**src/rtl/matrix_pkg.sv**
```systemverilog
// Shared constants, FSM state type and packed-bus index helpers for the
// sequential matrix multiply unit.
package matrix_pkg;

    localparam int DIM_MAX = 5;
    localparam int ELEM_W  = 8;
    localparam int ACC_W   = 16;
    localparam int DIM_W   = 3;
    localparam int A_BUS_W = DIM_MAX * DIM_MAX * ELEM_W;
    localparam int C_BUS_W = DIM_MAX * DIM_MAX * ACC_W;

    typedef enum logic [1:0] {
        IDLE,
        CHECK,
        MAC,
        DONE
    } state_t;

    // Operand buses use a fixed 5-wide row stride regardless of the actual size.
    function automatic int elem_a_lsb(input logic [DIM_W-1:0] r, input logic [DIM_W-1:0] c);
        return (int'(r) * DIM_MAX + int'(c)) * ELEM_W;
    endfunction

    function automatic int elem_c_lsb(input logic [DIM_W-1:0] r, input logic [DIM_W-1:0] c);
        return (int'(r) * DIM_MAX + int'(c)) * ACC_W;
    endfunction

endpackage

```
**src/rtl/matrix_elem_mac.sv**
```systemverilog
// Combinational multiply-accumulate step: 8x8 unsigned product added to a
// 16-bit accumulator, wrapping modulo 2^16.
module matrix_elem_mac
    import matrix_pkg::*;
(
    input  logic [ELEM_W-1:0] a,
    input  logic [ELEM_W-1:0] b,
    input  logic [ACC_W-1:0]  acc,
    output logic [ACC_W-1:0]  sum
);

    assign sum = acc + ACC_W'(a) * ACC_W'(b);

endmodule

```
**src/rtl/matrix_mul_seq_ctrl.sv**
```systemverilog
// Sequential matrix multiplier: one shared MAC stepping i/j/k, with a
// start/busy/done handshake and bus packing identical to the combinational unit.
module matrix_mul_seq_ctrl
    import matrix_pkg::*;
(
    input  logic               clk,
    input  logic               reset,
    input  logic               start,
    input  logic [DIM_W-1:0]   a_m,
    input  logic [DIM_W-1:0]   a_n,
    input  logic [DIM_W-1:0]   b_m,
    input  logic [DIM_W-1:0]   b_n,
    input  logic [A_BUS_W-1:0] matrixA,
    input  logic [A_BUS_W-1:0] matrixB,
    output logic               busy,
    output logic               done,
    output logic               valid,
    output logic               mulError,
    output logic [DIM_W-1:0]   c_m,
    output logic [DIM_W-1:0]   c_n,
    output logic [C_BUS_W-1:0] aMulB
);

    state_t             state;
    logic [DIM_W-1:0]   a_rows, a_cols, b_rows, b_cols;
    logic [A_BUS_W-1:0] mat_a, mat_b;
    logic [DIM_W-1:0]   row_idx, col_idx, k_idx;
    logic [ACC_W-1:0]   acc;
    logic [ELEM_W-1:0]  a_elem, b_elem;
    logic [ACC_W-1:0]   mac_sum;
    logic               dim_error;

    always_comb begin
        a_elem    = mat_a[elem_a_lsb(row_idx, k_idx) +: ELEM_W];
        b_elem    = mat_b[elem_a_lsb(k_idx, col_idx) +: ELEM_W];
        dim_error = (a_rows == '0) || (a_cols == '0) || (b_rows == '0) || (b_cols == '0) ||
                    (a_rows > DIM_W'(DIM_MAX)) || (a_cols > DIM_W'(DIM_MAX)) ||
                    (b_rows > DIM_W'(DIM_MAX)) || (b_cols > DIM_W'(DIM_MAX)) ||
                    (a_cols != b_rows);
    end

    matrix_elem_mac u_mac (
        .a   (a_elem),
        .b   (b_elem),
        .acc (acc),
        .sum (mac_sum)
    );

    // Operands are captured at acceptance so the caller may change its inputs mid-run.
    always_ff @(posedge clk) begin
        if (reset) begin
            state    <= IDLE;
            busy     <= 1'b0;
            done     <= 1'b0;
            valid    <= 1'b0;
            mulError <= 1'b0;
            c_m      <= '0;
            c_n      <= '0;
            aMulB    <= '0;
            a_rows   <= '0;
            a_cols   <= '0;
            b_rows   <= '0;
            b_cols   <= '0;
            mat_a    <= '0;
            mat_b    <= '0;
            row_idx  <= '0;
            col_idx  <= '0;
            k_idx    <= '0;
            acc      <= '0;
        end else begin
            done <= 1'b0;
            case (state)
                IDLE: begin
                    if (start) begin
                        a_rows   <= a_m;
                        a_cols   <= a_n;
                        b_rows   <= b_m;
                        b_cols   <= b_n;
                        mat_a    <= matrixA;
                        mat_b    <= matrixB;
                        valid    <= 1'b0;
                        mulError <= 1'b0;
                        c_m      <= '0;
                        c_n      <= '0;
                        aMulB    <= '0;
                        busy     <= 1'b1;
                        state    <= CHECK;
                    end
                end
                CHECK: begin
                    if (dim_error) begin
                        mulError <= 1'b1;
                        done     <= 1'b1;
                        state    <= DONE;
                    end else begin
                        row_idx <= '0;
                        col_idx <= '0;
                        k_idx   <= '0;
                        acc     <= '0;
                        state   <= MAC;
                    end
                end
                MAC: begin
                    if (k_idx < a_cols - 3'd1) begin
                        acc   <= mac_sum;
                        k_idx <= k_idx + 3'd1;
                    end else begin
                        aMulB[elem_c_lsb(row_idx, col_idx) +: ACC_W] <= mac_sum;
                        acc   <= '0;
                        k_idx <= '0;
                        if (col_idx < b_cols - 3'd1) begin
                            col_idx <= col_idx + 3'd1;
                        end else if (row_idx < a_rows - 3'd1) begin
                            col_idx <= '0;
                            row_idx <= row_idx + 3'd1;
                        end else begin
                            valid <= 1'b1;
                            c_m   <= a_rows;
                            c_n   <= b_cols;
                            done  <= 1'b1;
                            state <= DONE;
                        end
                    end
                end
                DONE: begin
                    busy  <= 1'b0;
                    state <= IDLE;
                end
                default: begin
                    busy  <= 1'b0;
                    state <= IDLE;
                end
            endcase
        end
    end

endmodule
```
**config.mk**
```make
export PLATFORM = sky130hd
export DESIGN_NAME = matrix_mul_seq_ctrl
export DESIGN_NICKNAME = d
export VERILOG_FILES = /design/src/rtl/matrix_pkg.sv /design/src/rtl/matrix_elem_mac.sv /design/src/rtl/matrix_mul_seq_ctrl.sv
export SDC_FILE = /design/constraint.sdc
export NUM_CORES = 2
export LEC_CHECK = 0
export CELL_PAD_IN_SITES_DETAIL_PLACEMENT = 2
export CELL_PAD_IN_SITES_GLOBAL_PLACEMENT = 2
export CORE_ASPECT_RATIO = 1.5
export CORE_MARGIN = 8
export CORE_UTILIZATION = 35
export DETAILED_ROUTE_END_ITERATION = 10
export DONT_BUFFER_PORTS = 1
export GPL_ROUTABILITY_DRIVEN = 0
export PLACE_DENSITY = 0.85
export SETUP_SLACK_MARGIN = 0.1
export SLEW_MARGIN = 20
export SYNTH_ARGS = -nofsm -noshare
export SYNTH_HDL_FRONTEND = slang
export SYNTH_SLANG_ARGS = --single-unit
```
**constraint.sdc**
```tcl
create_clock -name clk -period 7.4 [get_ports clk]
set_clock_uncertainty 0.1 [all_clocks]
set_input_delay 0.74 -clock clk [delete_from_list [all_inputs] [get_ports clk]]
set_output_delay 0.74 -clock clk [all_outputs]
set_load 0.02 [all_outputs]
```
Word level (Yosys, flattened, before mapping)
Cells that the tools add are included.
- reduce and logical (&&, ||, !) cells: 26
- $lt $le $gt $ge: 7
- multipliers: 3
- $add $sub $neg: 11
- equality and inequality tests: 12
- muxes and demuxes: 47
- shift-type cells: 4
- operator list (kind ; count):
    400-bit 2-to-1 mux ; 2
    400-bit one-hot mux with 2 select lines ; 1
    400-bit bitwise mux ; 1
    16-bit by 33-bit variable shift with 400-bit output (first input constant) ; 1
    16-bit by 33-bit indexed part select with 400-bit output ; 1
    200-bit by 11-bit indexed part select with 8-bit output ; 1
    200-bit by 32-bit indexed part select with 8-bit output ; 1
    3-bit 2-to-1 mux ; 15
    11-bit negation with 33-bit output ; 1
    16-bit 2-to-1 mux ; 2
    16-bit one-hot mux with 2 select lines ; 1
    3-bit one-hot mux with 2 select lines ; 5
    29-bit by 4-bit adder with 29-bit output ; 1
    16-bit adder ; 1
    8-bit by 8-bit multiplier with 16-bit output ; 1
    6-bit by 3-bit adder with 7-bit output ; 2
    2-bit != test (second input constant) ; 7
    3-bit > comparator (second input constant) ; 4
    3-bit zero test ; 4
    3-bit by 3-bit multiplier with 6-bit output (second input constant) ; 2
    1-bit 2-to-1 mux ; 11
    5-bit AND reduction ; 2
    3-bit by 1-bit adder with 3-bit output (second input constant) ; 3
    3-bit less-than comparator ; 3
    14 further kinds ; 37
- output and inout bits: 410
- flip-flop bits (word level): 849
- logic and storage cells: 128

Logic depth before layout (Yosys ltp)
- word-level depth: 11
- mapped depth: 29

Cells and area by module
Synthesis repeated with hierarchy kept, for this count alone.
- cell total of the unflattened synthesis: 3708
- area, all modules: 35740.5 um^2
- by module, submodules not included (module ; times used ; sequential area each (um^2) ; cells each ; area each (um^2)):
    matrix_mul_seq_ctrl ; 1 ; 16996.3 ; 3390 ; 33136.8
    matrix_elem_mac ; 1 ; 0.0 ; 318 ; 2603.7

Least setup slack after synthesis
No wires, ideal clock.
- path kind: register -> register
- start: register k_idx[0]
- end: register aMulB[223]
- arrival time: 7.091 ns
- library setup time: 0.134 ns
- stages on the path, launching flop included: 26
- clock period less this slack: 7.325 ns
- path slack: 0.075 ns
- required time: 7.166 ns
- cell sequence: dfxtp_1 ha_1 ha_1 inv_1 fa_1 clkbuf_1 clkbuf_1 mux4_2 nor2_1 a211o_1 nor4_1 fa_1 fa_1 fa_1 inv_1 fa_1 inv_1 ha_1 a211o_1 or4_1 o221a_2 mux2i_1 nand2_1 nand2_1 clkbuf_1 o22ai_1
- longest elaborated chain between the ends: 9
- elaborated cells between the ends (all ways): 14
- RTL lines (what ; RTL line ; source):
    start: declaration ; matrix_mul_seq_ctrl.sv:27 ; logic [DIM_W-1:0] row_idx, col_idx, k_idx;
    start signal: assignment ; matrix_mul_seq_ctrl.sv:106 ; k_idx <= k_idx + 3'd1;
    3-bit by 3-bit multiplier with 6-bit output ; matrix_pkg.sv:21 ; return (int'(r) * DIM_MAX + int'(c)) * ELEM_W;
    6-bit by 3-bit adder with 7-bit output ; matrix_pkg.sv:21 ;
    200-bit by 11-bit indexed part select with 8-bit output ; matrix_mul_seq_ctrl.sv:35 ; b_elem = mat_b[elem_a_lsb(k_idx, col_idx) +: ELEM_W];
    8-bit by 8-bit multiplier with 16-bit output ; matrix_elem_mac.sv:12 ; assign sum = acc + ACC_W'(a) * ACC_W'(b);
    16-bit adder ; matrix_elem_mac.sv:12 ;
    16-bit by 33-bit indexed part select with 400-bit output ; matrix_mul_seq_ctrl.sv:108 ; aMulB[elem_c_lsb(row_idx, col_idx) +: ACC_W] <= mac_sum;
    400-bit bitwise mux ; matrix_mul_seq_ctrl.sv:108 ;
    400-bit 2-to-1 mux ; matrix_mul_seq_ctrl.sv:104 ; if (k_idx < a_cols - 3'd1) begin
    400-bit one-hot mux with 2 select lines ; matrix_mul_seq_ctrl.sv:72 ; case (state)
    end signal: indexed assignment ; matrix_mul_seq_ctrl.sv:108 ;
    end: declaration ; matrix_mul_seq_ctrl.sv:21 ; output logic [C_BUS_W-1:0] aMulB
Parallel ways exist; a longest one is shown, timed or not. The select of a mux whose other input is x is not followed.
A chain may end at the register's enable or synchronous reset.

Worst setup path after layout
- start: register k_idx[0]
- end: register aMulB[251]
The elaborated chain is that of the path after synthesis.

==> flow_summary.yaml <==
status:
  outcome: "finished with violations"
  violations: "slew limit, setup timing"
cts:
  clock_latency_ns: 0.70
  cts.sinks: 849
  root_buffer: "clkbuf_16"
  h-tree-depth: 3
  clkTransAtPathRegs_ns: 0.08
  cts-buffers-inserted: 83
  cts_tree: "done"
  cts_buffer_depth: 3
power_and_ir_drop:
  peakVddDrop_uv: 237
  p_leak_uw: 0.0155
  powerDensity_nw_per_um2: 324
  power.total_uw: 13700
routing:
  dr.pass1.iters: 6
  avgRoutedWirePerCell_um: 33.9
  vias: 30645
  postRouteAntennaNets: 0
  initialDrtViolationCount: 2017
  viasPerCell: 5.97
  wirelength_um: 174000
  drc: 0
logic_synthesis:
  synth.top_cell.area_share_pct: 47.8
  syn_inst: 3755
  synth_nets: 4300
  synth_edf_count: 0
  async_flop_share_pct: 0
  ys_seq_elements: 849
  yosys.cell_types.count: 72
  synth_area_leader_cell: "dfxtp_1"
  syn_area_um2: 35600
  ys_warn_count: 0
  ys_top_cells_by_area: "dfxtp_1, nand2_1, mux4_2"
  syn_avg_cell_area_um2: 9.48
  synth_flop_cell: "dfxtp_1"
  ys_seq_area_share_pct: 47.8
timing:
  fmax_mhz: 133
  final-hold-violation-count: 0
  rsz0062_at_grt: "yes"
  relSlewSlack_pct: -35.0
  worst_pin_slew_ns: 2.03
  finalSetupTns_ns: -1.41
  setup_viol: 41
  layout_setup_ws_ns: -0.139
  layout_min_cycle_time_ns: 7.54
  fin_crit_sh_pct: 102
  hold_ws_ns: 0.0711
  finalMaxSlewViolations: 203
worst_setup_path:
  cp_max_fo: 8
  arrival_ns: 8.02
  critPathKind: "register to register"
  crit_required_ns: 7.88
  cp-end-kind: "register"
  worst_path_largest_cell_delay_ns: 0.59
  crit_path_start_kind: "register"
  slowest_stage: "fa_2"
hold_path:
  hold_path.class: "input pin to register"
global_routing:
  grt_pass1_vias: 33434
  gr-usage-met3_pct: 9.89
  grt_util_met1_pct: 27.0
  met2_usage_pct: 52.4
  grt_remaining_overflow: 0
  track_usage_pct: 28.4
  grt_max_degree: 457
  grt_pass1_wl_um: 240000
  top_usage_layer: "met2"
  antenna_found_initial: 26
finish:
  n_fill_cell: 10636
  final_common_cell: "nand2_1"
  areaGrowthSynthToFinish_pct: 18.5
  finalNetCount: 4296
  layout-drive-gt1-share_pct: 16.9
  instances_no_fill: 5135
  most-common-layout-cells: "nand2_1, dfxtp_1, a21oi_1"
floorplanning:
  die_w_um: 276
  start_util_pct: 35.2
  rows: 143
  core_um2: 101000
  die_area_um2: 112000
  io_pins: 825
  die_h_um: 407
placed_design:
  place_inst: 4917
  dp_hpwl_um: 123000
  io_buffers: 0
run:
  max-cap-violations: 0
## cells by family after synthesis
logic type | count (synthesis) | synth area share, %
flip-flops | 849 | 47.8
adder cells (fa/ha/maj) | 130 | 5.69
multiplexers | 148 | 8.10
AO/OA/AOI/OAI | 976 | 18.9
AND/OR/NAND/NOR | 1231 | 14.3
buffers and inverters | 392 | 4.43
XOR/XNOR | 29 | 0.830
## per-layer routing
layer	share of wire, %	up-vias
met3	8.9	507
met1	32	15491
met2	51	1458
met4	7.2	20
li1	-	13169
met5	0.068	-
## synthesized netlist by cell type, types with 22 or more instances
cell / instances
buf_2: 37
a22o_1: 134
o2bb2ai_1: 212
mux2i_1: 27
a21oi_1: 444
nor3_1: 29
dfxtp_1: 849
nor2_1: 111
nand3_1: 41
xnor2_1: 22
nand2_1: 924
o21ai_0: 41
inv_1: 121
a32o_1: 27
clkbuf_1: 203
ha_1: 77
mux4_2: 111
and2_1: 40
fa_1: 53
## flip-flops by register name, summed over array words and instances (netlist names)
name,count
mat_b,200
row_idx,3
valid,1
col_idx,3
mulError,1
k_idx,3
c_n,3
a_rows,3
state,2
aMulB,400
done,1
busy,1
mat_a,200
b_cols,3
acc,16
a_cols,3
c_m,3
b_rows,3
## metrics by stage
stage          cell area [um^2]  setup slack [ns]  utilization, %
2_1_floorplan             35600             0.115               -
3_3_place_gp              37500            -0.338            37.1
3_5_place_dp              37500            -0.510            37.1
4_1_cts                   41000            0.0802            40.6
5_1_grt                   42100            -0.230            41.7
6_report                  42200            -0.139            41.7
## area by class of cell
cell class	instances	area [um^2]	share of cell area [%]
diodes	14	35.0	0.0831
clock buffers	117	2350	5.59
clock inverters	33	463	1.10
inverters	122	458	1.09
multi-input cells	2514	18300	43.4
flip-flops and latches	849	17000	40.3
well taps	1305	1630	3.87
repair buffers	181	1920	4.55
## critical path, delay by kind of cell (launching register included)
| kind | cells | cell delay, ns |
|---|---|---|
| fa+ha+maj | 7 | 3.05 |
| mux | 2 | 0.59 |
| simple gates | 4 | 0.53 |
| buf+inv | 11 | 1.42 |
| flops | 1 | 0.34 |
| compound gates | 7 | 1.39 |
## repair_timing
action,4_1_cts,5_1_grt
cloned,5,3
setup endpoints to repair,217,216
gates resized for setup,88,162
hold buffers,0,0
pin swaps,19,38
setup buffers,14,32
hold endpoints to repair,0,0
## worst paths after layout
kind / startpoint / depth (start not counted) / slack (ns) / to
worst min register to register: mat_b[44]$_SDFFE_PP0P_ / 2 / 0.35 / mat_b[44]$_SDFFE_PP0P_
worst min-delay path: matrixA[119] / 2 / 0.07 / mat_a[119]$_SDFFE_PP0P_
worst max-delay path: k_idx[0]$_SDFFE_PP0P_ / 31 / -0.14 / aMulB[251]$_SDFFE_PP0P_
worst max register to register: k_idx[0]$_SDFFE_PP0P_ / 31 / -0.14 / aMulB[251]$_SDFFE_PP0P_
## where the power goes
part           leakage, uW  total (uW)  switching [uW]  internal (uW)
combinational      0.00719        3840            2520           1320
clock              0.00136        4500            2060           2450
sequential         0.00690        5320             300           5020
total               0.0155       13700            4870           8790
Power figures use the tool's default switching activity.
